### config.mk
export PLATFORM = sky130hd
export DESIGN_NAME = lfsr_seq_ctrl
export DESIGN_NICKNAME = d
export VERILOG_FILES = /design/src/rtl/lfsr_seq_ctrl_pkg.sv /design/src/rtl/lfsr_seq_ctrl_sym_rate_div.sv /design/src/rtl/lfsr_seq_ctrl.sv
export SDC_FILE = /design/constraint.sdc
export NUM_CORES = 1
export LEC_CHECK = 0
export ABC_AREA = 1
export CORE_MARGIN = 2
export CORE_UTILIZATION = 40
export CTS_BUF_LIST = sky130_fd_sc_hd__clkbuf_8
export DETAILED_ROUTE_END_ITERATION = 10
export GPL_ROUTABILITY_DRIVEN = 1
export HOLD_SLACK_MARGIN = 0.08
export PLACE_DENSITY_LB_ADDON = 0.12
export REMOVE_ABC_BUFFERS = 1
export SYNTH_ARGS = -nofsm -noshare
export SYNTH_HDL_FRONTEND = slang
export SYNTH_SLANG_ARGS = --single-unit
### constraint.sdc
create_clock -name clk -period 6.39 [get_ports clk]
set_clock_uncertainty 0.15 [all_clocks]
set_input_delay 1.917 -clock clk [delete_from_list [all_inputs] [get_ports clk]]
set_output_delay 1.917 -clock clk [all_outputs]
set_load 0.05 [all_outputs]
### src/rtl/lfsr_seq_ctrl_pkg.sv
// Shared types and sizing for the LFSR sequence controller.
// Counter width is one bit wider than the LFSR it sequences.
package lfsr_seq_ctrl_pkg;

  localparam int LFSR_LEN  = 22;
  localparam int CNT_W_DEF = LFSR_LEN + 1;

  typedef enum logic [1:0] {
    S_IDLE = 2'd0,
    S_SEED = 2'd1,
    S_RUN  = 2'd2,
    S_DONE = 2'd3
  } state_t;

endpackage

### src/rtl/lfsr_seq_ctrl_sym_rate_div.sv
// Symbol-rate divider: counts 0..SYM_DIV-1 and wraps.
// tick flags that the count after this edge is SYM_DIV-1.
module sym_rate_div #(
  parameter int SYM_DIV = 4
) (
  input  logic clk,
  input  logic reset_n,
  input  logic clear,
  input  logic en,
  output logic tick
);

  localparam int DW = (SYM_DIV > 1) ? $clog2(SYM_DIV) : 1;
  localparam logic [DW-1:0] LAST = DW'(SYM_DIV - 1);

  logic [DW-1:0] cnt;
  logic [DW-1:0] cnt_nxt;

  always_comb begin
    cnt_nxt = cnt;
    if (clear)
      cnt_nxt = '0;
    else if (en)
      cnt_nxt = (cnt == LAST) ? '0 : cnt + 1'b1;
  end

  assign tick = (cnt_nxt == LAST);

  always_ff @(posedge clk or negedge reset_n) begin
    if (!reset_n)
      cnt <= '0;
    else
      cnt <= cnt_nxt;
  end

endmodule

### src/rtl/lfsr_seq_ctrl.sv
// Sequencer that seeds, steps and terminates an external LFSR.
// Every output is a register loaded from the next-state decode.
module lfsr_seq_ctrl
  import lfsr_seq_ctrl_pkg::*;
#(
  parameter int SYM_DIV = 4,
  parameter int CNT_W   = CNT_W_DEF
) (
  input  logic             clk,
  input  logic             reset_n,
  input  logic             start,
  input  logic             abort,
  input  logic             mode,
  input  logic [CNT_W-1:0] burst_len,
  input  logic             cycle_in,
  output logic             lfsr_rst,
  output logic             lfsr_clk_en,
  output logic             acc_en,
  output logic             busy,
  output logic             done,
  output logic             ovf,
  output logic [CNT_W-1:0] sym_count
);

  state_t           state;
  state_t           ns;
  logic             mode_q;
  logic [CNT_W-1:0] blen_q;
  logic             cyc_q;
  logic             tick;

  logic             burst_end;
  logic             per_end;
  logic             sat;

  logic             rst_d;
  logic             en_d;
  logic             busy_d;
  logic             done_d;
  logic             ovf_d;
  logic [CNT_W-1:0] cnt_d;

  sym_rate_div #(
    .SYM_DIV (SYM_DIV)
  ) u_div (
    .clk     (clk),
    .reset_n (reset_n),
    .clear   (state == S_SEED),
    .en      (state == S_RUN),
    .tick    (tick)
  );

  assign burst_end = !mode_q && (sym_count == blen_q);
  assign per_end   = mode_q && cycle_in && !cyc_q;
  assign sat       = mode_q && (sym_count == '1);

  always_ff @(posedge clk or negedge reset_n) begin
    if (!reset_n)
      state <= S_IDLE;
    else
      state <= ns;
  end

  always_comb begin
    ns = state;
    unique case (state)
      S_IDLE: if (start) ns = S_SEED;
      S_SEED: begin
        if (abort)
          ns = S_IDLE;
        else if (!mode_q && blen_q == '0)
          ns = S_DONE;
        else
          ns = S_RUN;
      end
      S_RUN: begin
        if (abort)
          ns = S_IDLE;
        else if (burst_end || per_end || sat)
          ns = S_DONE;
      end
      S_DONE: ns = S_IDLE;
    endcase
  end

  always_comb begin
    rst_d  = (ns == S_SEED);
    busy_d = (ns == S_SEED) || (ns == S_RUN);
    done_d = (ns == S_DONE);
    en_d   = (ns == S_RUN) && tick && (sym_count != '1);
    ovf_d  = ovf;
    cnt_d  = sym_count;
    if (ns == S_SEED) begin
      ovf_d = 1'b0;
      cnt_d = '0;
    end else begin
      if (state == S_RUN && !abort && sat)
        ovf_d = 1'b1;
      if (en_d)
        cnt_d = sym_count + 1'b1;
    end
  end

  always_ff @(posedge clk or negedge reset_n) begin
    if (!reset_n) begin
      lfsr_rst    <= 1'b0;
      lfsr_clk_en <= 1'b0;
      acc_en      <= 1'b0;
      busy        <= 1'b0;
      done        <= 1'b0;
      ovf         <= 1'b0;
      sym_count   <= '0;
    end else begin
      lfsr_rst    <= rst_d;
      lfsr_clk_en <= en_d;
      acc_en      <= en_d;
      busy        <= busy_d;
      done        <= done_d;
      ovf         <= ovf_d;
      sym_count   <= cnt_d;
    end
  end

  // Run parameters are latched on the accepted start only.
  always_ff @(posedge clk or negedge reset_n) begin
    if (!reset_n) begin
      mode_q <= 1'b0;
      blen_q <= '0;
      cyc_q  <= 1'b0;
    end else begin
      if (state == S_IDLE && start) begin
        mode_q <= mode;
        blen_q <= burst_len;
      end
      cyc_q <= (state == S_SEED) ? 1'b0 : cycle_in;
    end
  end

endmodule

## Word level (Yosys, flattened, before mapping)

Index checks and enable logic that the tools add are counted.

- Input bits: 29
- Output and inout port bits: 29
- Memories kept: 0
- Latch bits: 0
- Logic and storage cells: 58
- Memory bits (read-only): 0
- Bits in writable memories: 0
- Register bits after elaboration: 57

- Magnitude comparators: 0
- Shift-type cells: 0
- $mul: 0
- Bitwise operators: 0
- Reductions and logical operators: 20
- Divide/modulo/power cells: 0
- Equal/unequal tests: 11
- Mux-type cells: 14
- Add/subtract/negate cells: 2

Operator list:

| operator | number |
|---|---|
| $mux 23 | 2 |
| $add 23x1->23 const B | 1 |
| $eq 23x23->1 | 1 |
| $eq 23x23->1 const B | 1 |
| $logic_not 23->1 | 1 |
| $ne 23x23->1 const B | 1 |
| $mux 2 | 7 |
| $eq 2x2->1 const B | 6 |
| $logic_and 1x1->1 | 10 |
| $pmux 2 s4 | 1 |
| $eq 2x1->1 const B | 2 |
| $mux 1 | 4 |
| $reduce_bool 2->1 | 2 |
| $logic_not 1->1 | 3 |
| $logic_or 1x1->1 | 3 |
| $add 2x1->2 const B | 1 |
| $logic_not 2->1 | 1 |

## Depth between registers and ports, before layout

- Depth after elaboration: 12
- Mapped depth: 19
- Gate-level depth less buffers: 17

## Hierarchy

Synthesis repeated with hierarchy kept, for this count alone.

- Cells, all modules: 472
- Area total of the unflattened synthesis: 3368.2 um2

Modules (own cells, without submodules):

| module | area each (um2) | seq. area each (um2) | cells each | instances |
|---|---|---|---|---|
| lfsr_seq_ctrl | 3240.6 | 1376.3 | 455 | 1 |
| sym_rate_div | 127.6 | 50.0 | 17 | 1 |

## Worst setup path after synthesis

No wires, ideal clock.

- Path kind: input -> register
- Start: input start
- End: register sym_count[20]
- Arrival: 3.159 ns
- Path slack: 2.963 ns
- Cell stages on the path: 11
- Path buffers: 2
- Setup time: 0.118 ns
- Cells stage by stage: nand2_1 > inv_2 > clkbuf_1 > nor2_1 > ha_1 > nand3_1 > nor2_4 > nor2_8 > buf_6 > nand2_1 > nand2_1

- Word-level cells in the longest chain between the ends: 6
- Elaborated cells on any way between the ends: 8
- Those cells by class: 2 x eq/ne; 3 x mux; 3 x reduce/logical

RTL lines:

| element | line | source |
|---|---|---|
| start, declared | lfsr_seq_ctrl.sv:11 | `input logic start,` |
| $mux 2 (*) | lfsr_seq_ctrl.sv:67 | `S_IDLE: if (start) ns = S_SEED;` |
| $pmux 2 s4 (*) | lfsr_seq_ctrl.sv:66 | `unique case (state)` |
| $eq 2x2->1 | lfsr_seq_ctrl.sv:90 | `en_d = (ns == S_RUN) && tick && (sym_count != '1);` |
| $logic_and 1x1->1 (2 in a row) | lfsr_seq_ctrl.sv:90 |  |
| $reduce_bool 2->1 (no line) | n/a |  |
| end signal, assigned | lfsr_seq_ctrl.sv:120 | `sym_count <= cnt_d;` |
| end, declared | lfsr_seq_ctrl.sv:22 | `output logic [CNT_W-1:0] sym_count` |

Every way passes the cells marked *; elsewhere a longest branch is shown, timed or not.
A chain may end at the register's enable or synchronous reset.

## Final worst setup path

- Start: input start
- End: register sym_count[21]

Same word-level chain as after synthesis.

==> impl_metrics.toml <==
[sta]
worstMarginPinSlew_ps = 732
fin_crit_sh_pct = 62.5
setup_viol = 0
setup_slack_ps = 2400
finalCriticalPeriod_ps = 3990
rsz0062_at_grt = "false"
holdWs_ps = 376
relSlewSlack_pct = 51.2
final_hold_viol_count = 0
slew_violations = 0
fmax_mhz = 251
fin_setup_tns_ps = 0

[synthesis]
yosys.area_share.xor_xnor_pct = 4.92
synth_fa_ha_area_share_pct = 1.85
muxShareOfSynthArea_pct = 0
syn-cell-area_mm2 = 0.00338
synth.distinct_cells = 24
synth_top_family_by_area = "simple AND/OR/NAND/NOR gates"
syn_inst = 487
synth_seq_cells = 57
ys_warn_count = 0
synthSimpleGateAreaFrac_pct = 37.8
synth_compound_area_share_pct = 3.84
ys_seq_area_share_pct = 42.1
syn_avg_cell_area_um2 = 6.95

[place]
placed_area_mm2 = 0.00401
dp_hpwl_um = 6120
io_buffers = 57
post-place-ws_ps = 2010
place_congestion = 0.941

[hold_path]
min_path_type = "flip-flop to flip-flop"

[routing]
wl_per_cell_um = 12.9
drc_errors = 0
dr.pass1.iters = 5
avgViaCountPerCell = 4.73
drtIter0Drc = 110
via_count = 3089
drt-total-wl_um = 8400
ant_nets = 0

[global_routing]
grt.overflow.total = 0
track_usage_pct = 20.2
grt_pass1_wl_um = 13900
grt_pass1_vias = 2944
antenna_found_initial = 0
grt_max_degree = 58

[clock_network]
clk_latency_ps = 350
clock-root-buffer = "clkbuf_8"
cts.sinks = 57
holdBufCountCts = 0
clockBufferDepth = 2
post-cts-setup-buffers = 0
post_cts_resized = 0
clk_pin_slew_ps = 60
cts_tree = "done"
htree_levels = 3
cts_inserted_buffers = 9

[die]
initial_core_util_pct = 41.2
row_count = 33
coreArea_mm2 = 0.00822
ioPinCount = 58
die_w_um = 96.0
die_y_um = 96.0
dieArea_mm2 = 0.00921

[cells_and_area]
seq_area_mm2 = 0.00143
final_area_mm2 = 0.00418
nFillCells = 841
areaGrowthSynthToFinish_pct = 23.6
nets = 577
multi_input_area_mm2 = 0.00164
drive_gt1_share_pct = 5.29
diodes = 0

[setup_path]
slowest_stage = "nor2_4"
worst-path-buf-inv = 2
cpMostUsedCell = "nand2_1"
endpoint_kind = "flip-flop"
crit_fanout = 46
path_class = "primary input to flip-flop"
crit_family = "simple AND/OR/NAND/NOR gates"
arrival_ps = 4080
required_ps = 6480
path_cells = "clkdlybuf4s50_1, nand2_1, inv_2, nor2_1, ha_1, nand3_1, nor2_4, nor2_8, nand2_1, nand2_1"
startpoint_type = "primary input"
critPathMaxStageDelay_ps = 520

[pwr]
power-per-cell-area_mw_per_mm2 = 233
peakVddDrop_mv = 0.118
leakage_uw = 0.00206

[run_status]
status = "completed"

[flow_run]
max-cap-violations = 0
==> final cells by class <==
type / count / area share [%]
Sequential cell: 57 / 34.1
Timing Repair Buffer: 58 / 13.7
Clock inverter: 5 / 0.538
Clock buffer: 11 / 3.62
Inverter: 64 / 5.74
Multi-Input combinational cell: 353 / 39.2
Tap cell: 105 / 3.14
==> report_power, final <==
part           internal, uW  switching, uW  leakage (uW)  total [uW]
clock network           157            143      0.000101         300
logic                  82.6            141       0.00122         224
registers               412           41.0      0.000748         453
total                   651            325       0.00206         976
==> routing by layer <==
metal  vias to the layer above  track usage [%]  wire length (um)
li1                       1605                -                 -
met1                      1396             27.6              4020
met2                        73             30.9              3800
met3                        15             4.62               398
met4                         0             8.33               185
met5                         -                0                 0
==> logic make-up (layout without fill, tap and decap cells) <==
family	count (synthesis)	after routing
xor gates and xnor gates	19	19
buffers and inverters	77	138
and+or+nand+nor	303	303
AOI/OAI and AO/OA	26	26
DFF	57	57
adders and majority gates	5	5
==> worst paths after layout <==
path,start,cells past startpoint,endpoint,slack [ps]
max,start,10,sym_count[21],2400
min,ovf,2,ovf,380
max reg2reg,sym_count[0],13,sym_count[21],3190
min reg2reg,ovf,2,ovf,380
max in group asynchronous,reset_n,2,sym_count[1],4050
min in group asynchronous,reset_n,2,blen_q[11],1560
==> stage by stage <==
stage          instances  util [%]  total power, uW
2_1_floorplan        474         -              601
3_5_place_dp         637      48.8              686
6_report             653      50.9              976
4_1_cts              653      50.9              987
3_3_place_gp         637      48.8              683
5_1_grt              653      50.9             1040
==> worst reg2reg max path: cells and delay by family (launching register included) <==
kind / cells / cell delay, ps
adder cells (fa/ha/maj): 2 / 680
AND/OR/NAND/NOR: 9 / 1350
buffers and inverters: 2 / 440
flip-flops: 1 / 480
==> sequential cells by signal, summed over array words and instances, names as in the netlist <==
register and flops:
blen_q 23, ovf 1, u_div.cnt 2, done 1, mode_q 1, state 2, lfsr_rst 1, busy 1
cyc_q 1, acc_en 1, sym_count 23
==> synthesized netlist by cell type, drive strengths merged <==
cell    instances  area (um2)
nor4            2        12.5
a21oi           2        10.0
nand3          40         205
buf             7        57.6
nor3           11        66.3
nand2         192         728
nor2           53         233
nand3b          2        15.0
o21ai          24         120
xor2           19         166
inv            64         240
clkbuf          6        22.5
dfrtp          57        1430
ha              5        62.6
nand4           3        18.8
==> cell usage in the layout, fill, tap and decap left out, drive strengths merged, types with 3 or more instances in the layout <==
master           n
nand4            3
clkbuf          11
o21ai           24
xor2            19
clkinv           3
ha               5
nand3           40
nor2            53
nand2          192
inv             66
nor3            11
clkdlybuf4s50   56
dfrtp           57
(Power assumes the default switching activity.)
